`src/rtl/vga_pkg.sv`:
```
// ---------------------------------------------------------------------------
// vga_pkg
//   Shared constants and types for the canvas read/scan-out path:
//   640x480@60 timing, canvas window placement, and the 8-entry colour
//   palette used to turn a 3-bit colour code into 4:4:4 RGB.
// ---------------------------------------------------------------------------
package vga_pkg;

  // Horizontal timing, in pixels.
  localparam logic [9:0] H_ACTIVE     = 10'd640;
  localparam logic [9:0] H_FP         = 10'd16;
  localparam logic [9:0] H_SYNC       = 10'd96;
  localparam logic [9:0] H_BP         = 10'd48;
  localparam logic [9:0] H_TOTAL      = H_ACTIVE + H_FP + H_SYNC + H_BP;  // 800
  localparam logic [9:0] H_SYNC_START = H_ACTIVE + H_FP;                  // 656
  localparam logic [9:0] H_SYNC_END   = H_SYNC_START + H_SYNC;            // 752

  // Vertical timing, in lines.
  localparam logic [9:0] V_ACTIVE     = 10'd480;
  localparam logic [9:0] V_FP         = 10'd10;
  localparam logic [9:0] V_SYNC       = 10'd2;
  localparam logic [9:0] V_BP         = 10'd33;
  localparam logic [9:0] V_TOTAL      = V_ACTIVE + V_FP + V_SYNC + V_BP;  // 525
  localparam logic [9:0] V_SYNC_START = V_ACTIVE + V_FP;                  // 490
  localparam logic [9:0] V_SYNC_END   = V_SYNC_START + V_SYNC;            // 492

  // Canvas window on screen.
  localparam logic [9:0] CANVAS_X0 = 10'd220;
  localparam logic [9:0] CANVAS_Y0 = 10'd140;
  localparam logic [9:0] CANVAS_W  = 10'd200;
  localparam logic [9:0] CANVAS_H  = 10'd200;

  // Palette index shown in the active area around the canvas.
  localparam logic [2:0] BORDER_CODE = 3'b000;

  typedef struct packed {
    logic [3:0] r;
    logic [3:0] g;
    logic [3:0] b;
  } rgb_t;

  // black, red, green, blue, yellow, cyan, magenta, white
  localparam rgb_t PALETTE [8] = '{
    rgb_t'(12'h000), rgb_t'(12'hF00), rgb_t'(12'h0F0), rgb_t'(12'h00F),
    rgb_t'(12'hFF0), rgb_t'(12'h0FF), rgb_t'(12'hF0F), rgb_t'(12'hFFF)
  };

endpackage

```
`src/rtl/vga_timing.sv`:
```
// ---------------------------------------------------------------------------
// vga_timing
//   Free-running 800x525 pixel/line counters and the raw (unregistered)
//   timing flags derived from them.
//   clk       : pixel clock
//   reset     : asynchronous, active-high; counters return to (0,0)
//   hcnt/vcnt : current pixel column / line
//   active    : counter position lies in the 640x480 visible area
//   hsync_raw : active-low horizontal sync for the current position
//   vsync_raw : active-low vertical sync for the current position
//   sof       : high at position (0,0)
// ---------------------------------------------------------------------------
module vga_timing
  import vga_pkg::*;
(
  input  logic       clk,
  input  logic       reset,
  output logic [9:0] hcnt,
  output logic [9:0] vcnt,
  output logic       active,
  output logic       hsync_raw,
  output logic       vsync_raw,
  output logic       sof
);

  // NOTE: state registers use non-blocking assignments so every flop samples
  // the pre-edge value of its neighbours, independent of block ordering.
  always_ff @(posedge clk or posedge reset) begin
    if (reset) begin
      hcnt <= '0;
      vcnt <= '0;
    end else if (hcnt == H_TOTAL - 10'd1) begin
      hcnt <= '0;
      vcnt <= (vcnt == V_TOTAL - 10'd1) ? '0 : vcnt + 10'd1;
    end else begin
      hcnt <= hcnt + 10'd1;
    end
  end

  assign active    = (hcnt < H_ACTIVE) && (vcnt < V_ACTIVE);
  assign hsync_raw = !((hcnt >= H_SYNC_START) && (hcnt < H_SYNC_END));
  assign vsync_raw = !((vcnt >= V_SYNC_START) && (vcnt < V_SYNC_END));
  assign sof       = (hcnt == '0) && (vcnt == '0);

endmodule

```
`src/rtl/vga_canvas_reader.sv`:
```
// ---------------------------------------------------------------------------
// vga_canvas_reader
//   Scans the 200x200 canvas out of the pixel store onto 640x480@60 VGA.
//   Stage 0 presents the canvas-relative read address, stage 1 receives the
//   store's registered colour code, stage 2 registers every pin.
//   clk         : pixel clock
//   reset       : asynchronous, active-high
//   colorCode   : store read data, valid the cycle after rx/ry
//   rx, ry      : canvas-relative read address (0 outside the canvas)
//   hsync/vsync : active-low syncs
//   r, g, b     : 4-bit colour, 0 during blanking
//   blank_n     : high while the output pixel is visible
//   frame_start : one-cycle pulse aligned with output pixel (0,0)
// ---------------------------------------------------------------------------
module vga_canvas_reader
  import vga_pkg::*;
(
  input  logic       clk,
  input  logic       reset,
  input  logic [2:0] colorCode,
  output logic [9:0] rx,
  output logic [9:0] ry,
  output logic       hsync,
  output logic       vsync,
  output logic [3:0] r,
  output logic [3:0] g,
  output logic [3:0] b,
  output logic       blank_n,
  output logic       frame_start
);

  logic [9:0] hcnt, vcnt;
  logic       active, hsync_raw, vsync_raw, sof;

  vga_timing u_timing (
    .clk       (clk),
    .reset     (reset),
    .hcnt      (hcnt),
    .vcnt      (vcnt),
    .active    (active),
    .hsync_raw (hsync_raw),
    .vsync_raw (vsync_raw),
    .sof       (sof)
  );

  // Stage 0: canvas window. The address is forced to 0 outside the window so
  // the store never sees an out-of-range coordinate.
  logic in_canvas;

  assign in_canvas = (hcnt >= CANVAS_X0) && (hcnt < CANVAS_X0 + CANVAS_W) &&
                     (vcnt >= CANVAS_Y0) && (vcnt < CANVAS_Y0 + CANVAS_H);
  assign rx = in_canvas ? hcnt - CANVAS_X0 : '0;
  assign ry = in_canvas ? vcnt - CANVAS_Y0 : '0;

  // Stage 1: delay the control flags to line up with the store's read data.
  logic in_canvas_d1, active_d1, hsync_d1, vsync_d1, sof_d1;

  always_ff @(posedge clk or posedge reset) begin
    if (reset) begin
      in_canvas_d1 <= 1'b0;
      active_d1    <= 1'b0;
      hsync_d1     <= 1'b1;
      vsync_d1     <= 1'b1;
      sof_d1       <= 1'b0;
    end else begin
      in_canvas_d1 <= in_canvas;
      active_d1    <= active;
      hsync_d1     <= hsync_raw;
      vsync_d1     <= vsync_raw;
      sof_d1       <= sof;
    end
  end

  // Palette lookup feeding the output registers.
  rgb_t pix;

  // NOTE: the default assignment up front keeps this block free of latches.
  always_comb begin
    pix = '0;
    if (in_canvas_d1)   pix = PALETTE[colorCode];
    else if (active_d1) pix = PALETTE[BORDER_CODE];
  end

  // Stage 2: every pin is registered here so sync, blank and colour stay aligned.
  always_ff @(posedge clk or posedge reset) begin
    if (reset) begin
      hsync       <= 1'b1;
      vsync       <= 1'b1;
      r           <= '0;
      g           <= '0;
      b           <= '0;
      blank_n     <= 1'b0;
      frame_start <= 1'b0;
    end else begin
      hsync       <= hsync_d1;
      vsync       <= vsync_d1;
      r           <= pix.r;
      g           <= pix.g;
      b           <= pix.b;
      blank_n     <= active_d1;
      frame_start <= sof_d1;
    end
  end

endmodule

```
`config.mk`:
```
export PLATFORM = sky130hd
export DESIGN_NAME = vga_canvas_reader
export DESIGN_NICKNAME = d
export VERILOG_FILES = /design/src/rtl/vga_pkg.sv /design/src/rtl/vga_timing.sv /design/src/rtl/vga_canvas_reader.sv
export SDC_FILE = /design/constraint.sdc
export NUM_CORES = 1
export LEC_CHECK = 0
export ABC_CLOCK_PERIOD_IN_PS = 3800
export BUFFER_PORTS_ARGS = -buffer_cell sky130_fd_sc_hd__buf_2
export CAP_MARGIN = 15
export CORE_MARGIN = 1
export CORE_UTILIZATION = 51
export DETAILED_ROUTE_END_ITERATION = 7
export PLACE_DENSITY = 0.78
export SYNTH_ARGS = -nofsm -noshare
export SYNTH_HDL_FRONTEND = slang
export SYNTH_SLANG_ARGS = --single-unit
```
`constraint.sdc`:
```
create_clock -name clk -period 3.8 [get_ports clk]
set_clock_uncertainty 0.05 [all_clocks]
set_input_delay 0.76 -clock clk [delete_from_list [all_inputs] [get_ports clk]]
set_output_delay 0.76 -clock clk [all_outputs]
set_load 0.02 [all_outputs]
```
# Word level (Yosys, flattened, before mapping)

Memory sizes are Yosys's and may differ from the RTL's.
Index checks and enable logic that the tools add are counted.
W data, S select, Z words.

Register bits: 41
Latch bits: 0
RAM bits: 0
ROM bits: 96
Output and inout port bits: 36
Word-level logic and storage cells: 51
Memories: 1

Add/subtract/negate cells: 4
Multiply operators: 0
Div/mod/pow operators: 0
Order comparisons: 11
Equal/unequal tests: 2
Shifts and indexed selects: 0
Multiplexer cells: 7
Bitwise logic cells: 1
Reduce and logical (&&, ||, !) cells: 11

Memories:

| name             | depth | bits a word | rd ports | clocked after Yosys merged registers in | wr ports | RTL line                | RTL |
|---|---|---|---|---|---|---|---|
| (name not given) | 8     | 12          | 1        | 0                                       | 0        | vga_canvas_reader.sv:80 | `if (in_canvas_d1) pix = PALETTE[colorCode];` |

Operator list:

| operator                | number |
|---|---|
| $lt A10 B9 Y1 const B   | 4 |
| $mux W10                | 4 |
| $mux W12                | 3 |
| $add A10 B1 Y10 const B | 2 |
| $eq A10 B10 Y1 const B  | 2 |
| $ge A10 B8 Y1 const B   | 2 |
| $logic_not A10 Y1       | 2 |
| $lt A10 B10 Y1 const B  | 2 |
| $sub A10 B8 Y10 const B | 2 |
| $ge A10 B10 Y1 const B  | 1 |
| $ge A10 B9 Y1 const B   | 1 |
| $logic_and A1 B1 Y1     | 7 |
| $ge A4 B4 Y1 const B    | 1 |
| $not A3 Y4              | 1 |
| $logic_not A1 Y1        | 2 |

# Logic depth before layout (Yosys ltp)

Depth after elaboration: 5
Gate-level depth with buffers: 7

# Hierarchy

A second synthesis with hierarchy kept.

Cells, all modules: 208
Area total of the unflattened synthesis: 1968.1 sq um

By module, submodules not included:

| module            | instances | cells each | area an instance (sq um) |
|---|---|---|---|
| vga_timing        | 1         | 115        | 1071.0 |
| vga_canvas_reader | 1         | 93         | 897.1 |

# Worst setup path before layout

OpenSTA, ideal clock, no wires.

Path kind: flip-flop to output port
Start point: reg u_timing.vcnt[2]
End point: out rx[5]
Arrival time: 1.720 ns
Data required time: 2.990 ns
Setup slack: 1.270 ns
Stages on the path, launching flop included: 7
Path through: dfrtp_1 inv_1 ha_1 nor2b_1 o2111ai_2 nand4_4 a211oi_1

Longest elaborated chain between the ends: 4
Elaborated cells on any way between the ends: 5
Those cells by class: 2 x order compare; 1 x mux; 2 x reduce/logical

RTL lines:

| what                    | RTL line                | RTL |
|---|---|---|
| from (decl)             | vga_timing.sv:19        | `output logic [9:0] vcnt,` |
| from (signal assigned)  | vga_timing.sv:34        | `vcnt <= (vcnt == V_TOTAL - 10'd1) ? '0 : vcnt + 10'd1;` |
| $ge A10 B8 Y1           | vga_canvas_reader.sv:51 | `(vcnt >= CANVAS_Y0) && (vcnt < CANVAS_Y0 + CANVAS_H);` |
| $logic_and A1 B1 Y1     | vga_canvas_reader.sv:50 | `assign in_canvas = (hcnt >= CANVAS_X0) && (hcnt < CANVAS_X0 + CANVAS_W) &&` |
| $logic_and A1 B1 Y1 (*) | vga_canvas_reader.sv:51 |  |
| $mux W10 (*)            | vga_canvas_reader.sv:52 | `assign rx = in_canvas ? hcnt - CANVAS_X0 : '0;` |
| to (decl)               | vga_canvas_reader.sv:21 | `output logic [9:0] rx,` |

Mark *: on every way between the ends. The rest lies on a longest branch, timed or not.

# Final worst setup path

Ends and elaborated chain as after synthesis.

==> flow_metrics.tcl <==
set metrics [dict create \
    start_util_pct 53.2 \
    synthTopCellsByArea "dfrtp_1 33%, ha_1 6.5%, xnor2_1 6.2%" \
    synth_commonest_cells "28 x dfrtp_1, 17 x nor2_1, 15 x nand2_1, 15 x xnor2_1, 14 x buf_4" \
    synth_seq_cells 32 \
    hpwlAfterDp_mm 2.89 \
    layout_setup_ws_ps 753 \
    worstSkewPairLatency_ps 280 \
    yosysSeqAreaShare_pct 37.9 \
    post-cts-setup-buffers 0 \
    ff2ff_path_depth 5 \
    synth_top_cell_by_area "dfrtp_1" \
    die_h_um 66.6 \
    worst_pin_slew_ps 1000 \
    hold_viol 0 \
    core_area_mm2 0.00400 \
    crit_arrival_ps 2240 \
    synth_cells 221 \
    cts_made_buffers 5 \
    routedWlPerCell_um 13.8 \
    crit_required_ps 2990 \
    synth_most_common_cell "dfrtp_1" \
    htreeDepth 2 \
    grt_max_degree 27 \
    slew_viol_final 0 \
    synth_warnings 0 \
    relSlewSlack_pct 33.2 \
    cts_max_path_buffers 2 \
    crit-reg2reg-launch "u_timing.hcnt[2]$_DFF_PP0_" \
    fin_crit_sh_pct 80.2 \
    drt-total-wl_mm 4.10 \
    drive_gt1_share_pct 30.1 \
    place_congestion 0.865 \
    synth_ff_type "dfrtp_1" \
    reg2reg_slack_ps 1940 \
    whs_path_depth 0 \
    fmax_mhz 328 \
    synth.lib_cells_used.distinct 53 \
    hp-start "active_d1$_DFF_PP0_" \
    end_kind "output port" \
    clk_pin_slew_ps 70 \
    viasPerCell 5.46 \
    port_buffers 38 \
    die_w_um 66.6 \
    async_reset_ff_share_pct 100 \
    grt-ovfl-total 0 \
    die-area_mm2 0.00444 \
    gr-usage-all-layers_pct 21.0 \
    fin_nets 261 \
    clock-sinks 32 \
    synth_top_area_share_pct 32.9 \
    clockRootBuffer "clkbuf_8" \
    drt-initial-drc-count 59 \
    min_to "blank_n$_DFF_PP0_" \
    pwr_density_cell_mw_per_mm2 289 \
    ios 41 \
    cts_tree "yes" \
    worstSetupStartpointType "register" \
    rsz0062_at_grt "no" \
    netlist_area_mm2 0.00213 \
    grt_pass1_vias 1486 \
    hp-class "reg -> reg" \
    ir_drop_v 0.000255 \
    setup_tns_ps 0 \
    crit_type "reg -> out" \
    rows 23 \
    r2r_end "u_timing.vcnt[7]$_DFFE_PP0N_" \
    ctsResizeCount 0 \
    drt_first_pass_iters 4 \
    period_minus_slack_ps 3050 \
    finalSetupViolCount 0 \
    fillCellCount 354 \
    ant_nets 0 \
    num_antenna_cells 0 \
    synth_edf_count 0 \
    status "complete, no violations" \
    syn_to_final_growth_pct 9.41 \
    drc_errors 0 \
    critPathMaxFanout 19 \
    grt_pass1_wl_mm 6.85 \
    largestRegisters "u_timing.hcnt (10), u_timing.vcnt (10)" \
    pre_cts_slack_ps 1060 \
    cap_viol_max_count 0 \
    via_count 1617 \
    syn_area_per_cell_um2 9.63 \
    cts-hold-fix-buffers 0 \
    antenna_found_initial 0 \
    leakage_nw 1.05 \
]
## worst max-delay path, stage by stage, from the launching register on
cell	delay, ps
dfrtp_1	480
inv_1	150
ha_1	160
nor2b_1	60
o2111ai_2	220
nand4_4	330
a211oi_1	340
buf_2	210
## final cells by class
type / count / area [µm²] / area share, %
multi-input combinational: 154 / 1110 / 47.5
timing repair buffer: 39 / 198 / 8.49
tap: 50 / 62.6 / 2.69
inverter: 13 / 48.8 / 2.10
sequential: 32 / 806 / 34.6
clock buffer: 6 / 72.6 / 3.12
clock inverter: 2 / 35.0 / 1.50
## per-stage QoR
| step | total power, mW | utilization (%) | std cells | hold slack, ps | cell area [µm²] |
|---|---|---|---|---|---|
| 6_report | 0.674 | 58.2 | 296 | 298 | 2330 |
| 5_1_grt | 0.697 | 58.2 | 296 | 309 | 2330 |
| 4_1_cts | 0.683 | 58.2 | 296 | 301 | 2330 |
| 3_5_place_dp | 0.363 | 55.5 | 288 | 286 | 2220 |
| 3_3_place_gp | 0.363 | 55.5 | 288 | 286 | 2220 |
| 2_1_floorplan | 0.358 | - | 222 | 281 | 2130 |
## worst max path at each step
stage,start,end,slack [ps],depth (start not counted)
2_1_floorplan,u_timing.vcnt[2]$_DFFE_PP0N_,rx[5],1270,6
3_5_place_dp,u_timing.vcnt[2]$_DFFE_PP0N_,rx[5],1060,7
4_1_cts,u_timing.vcnt[2]$_DFFE_PP0N_,rx[5],750,7
6_report,u_timing.vcnt[2]$_DFFE_PP0N_,rx[5],750,7
3_3_place_gp,u_timing.vcnt[2]$_DFFE_PP0N_,rx[5],1110,7
5_1_grt,u_timing.vcnt[2]$_DFFE_PP0N_,rx[5],630,7
## power by group
group          switching, mW  internal (mW)
Clock                  0.123          0.194
Combinational         0.0113        0.00432
Sequential                 0          0.341
Total                  0.134          0.540
## kinds of logic after synthesis
| group | synth area share [%] |
|---|---|
| buffers and inverters | 10.3 |
| AND/OR/NAND/NOR | 26.2 |
| flip-flops | 37.9 |
| adder cells (fa/ha/maj) | 6.47 |
| AO/OA/AOI/OAI | 9.52 |
| other | 0.176 |
| multiplexers | 0.470 |
| XOR/XNOR | 9.00 |
## placed cells by master, fill, tap and decap left out, types with 3 or more instances in the layout
| cell | instances |
|---|---|
| nand2_1 | 15 |
| nor3_2 | 9 |
| nand3_1 | 11 |
| inv_1 | 13 |
| dfrtp_1 | 28 |
| nand2b_1 | 4 |
| ha_1 | 11 |
| clkbuf_8 | 5 |
| xor2_1 | 5 |
| and2_1 | 3 |
| nor2b_1 | 3 |
| nor3_1 | 11 |
| o21ai_0 | 4 |
| xnor2_1 | 15 |
| nor2_1 | 17 |
| a21oi_1 | 5 |
| dfstp_2 | 4 |
| buf_2 | 38 |
| nand4_1 | 3 |
## per-layer routing
metal | up-vias | wire length, µm | part of all wire (%) | global-route usage, %
met5 | - | 0 | 0 | 0
met4 | 0 | 113 | 2.8 | 9.84
met3 | 16 | 208 | 5.1 | 4.97
met2 | 61 | 1820 | 44 | 32.7
met1 | 754 | 1960 | 48 | 27.2
li1 | 786 | - | - | -
Note: power is estimated with default switching activity, not from simulation.
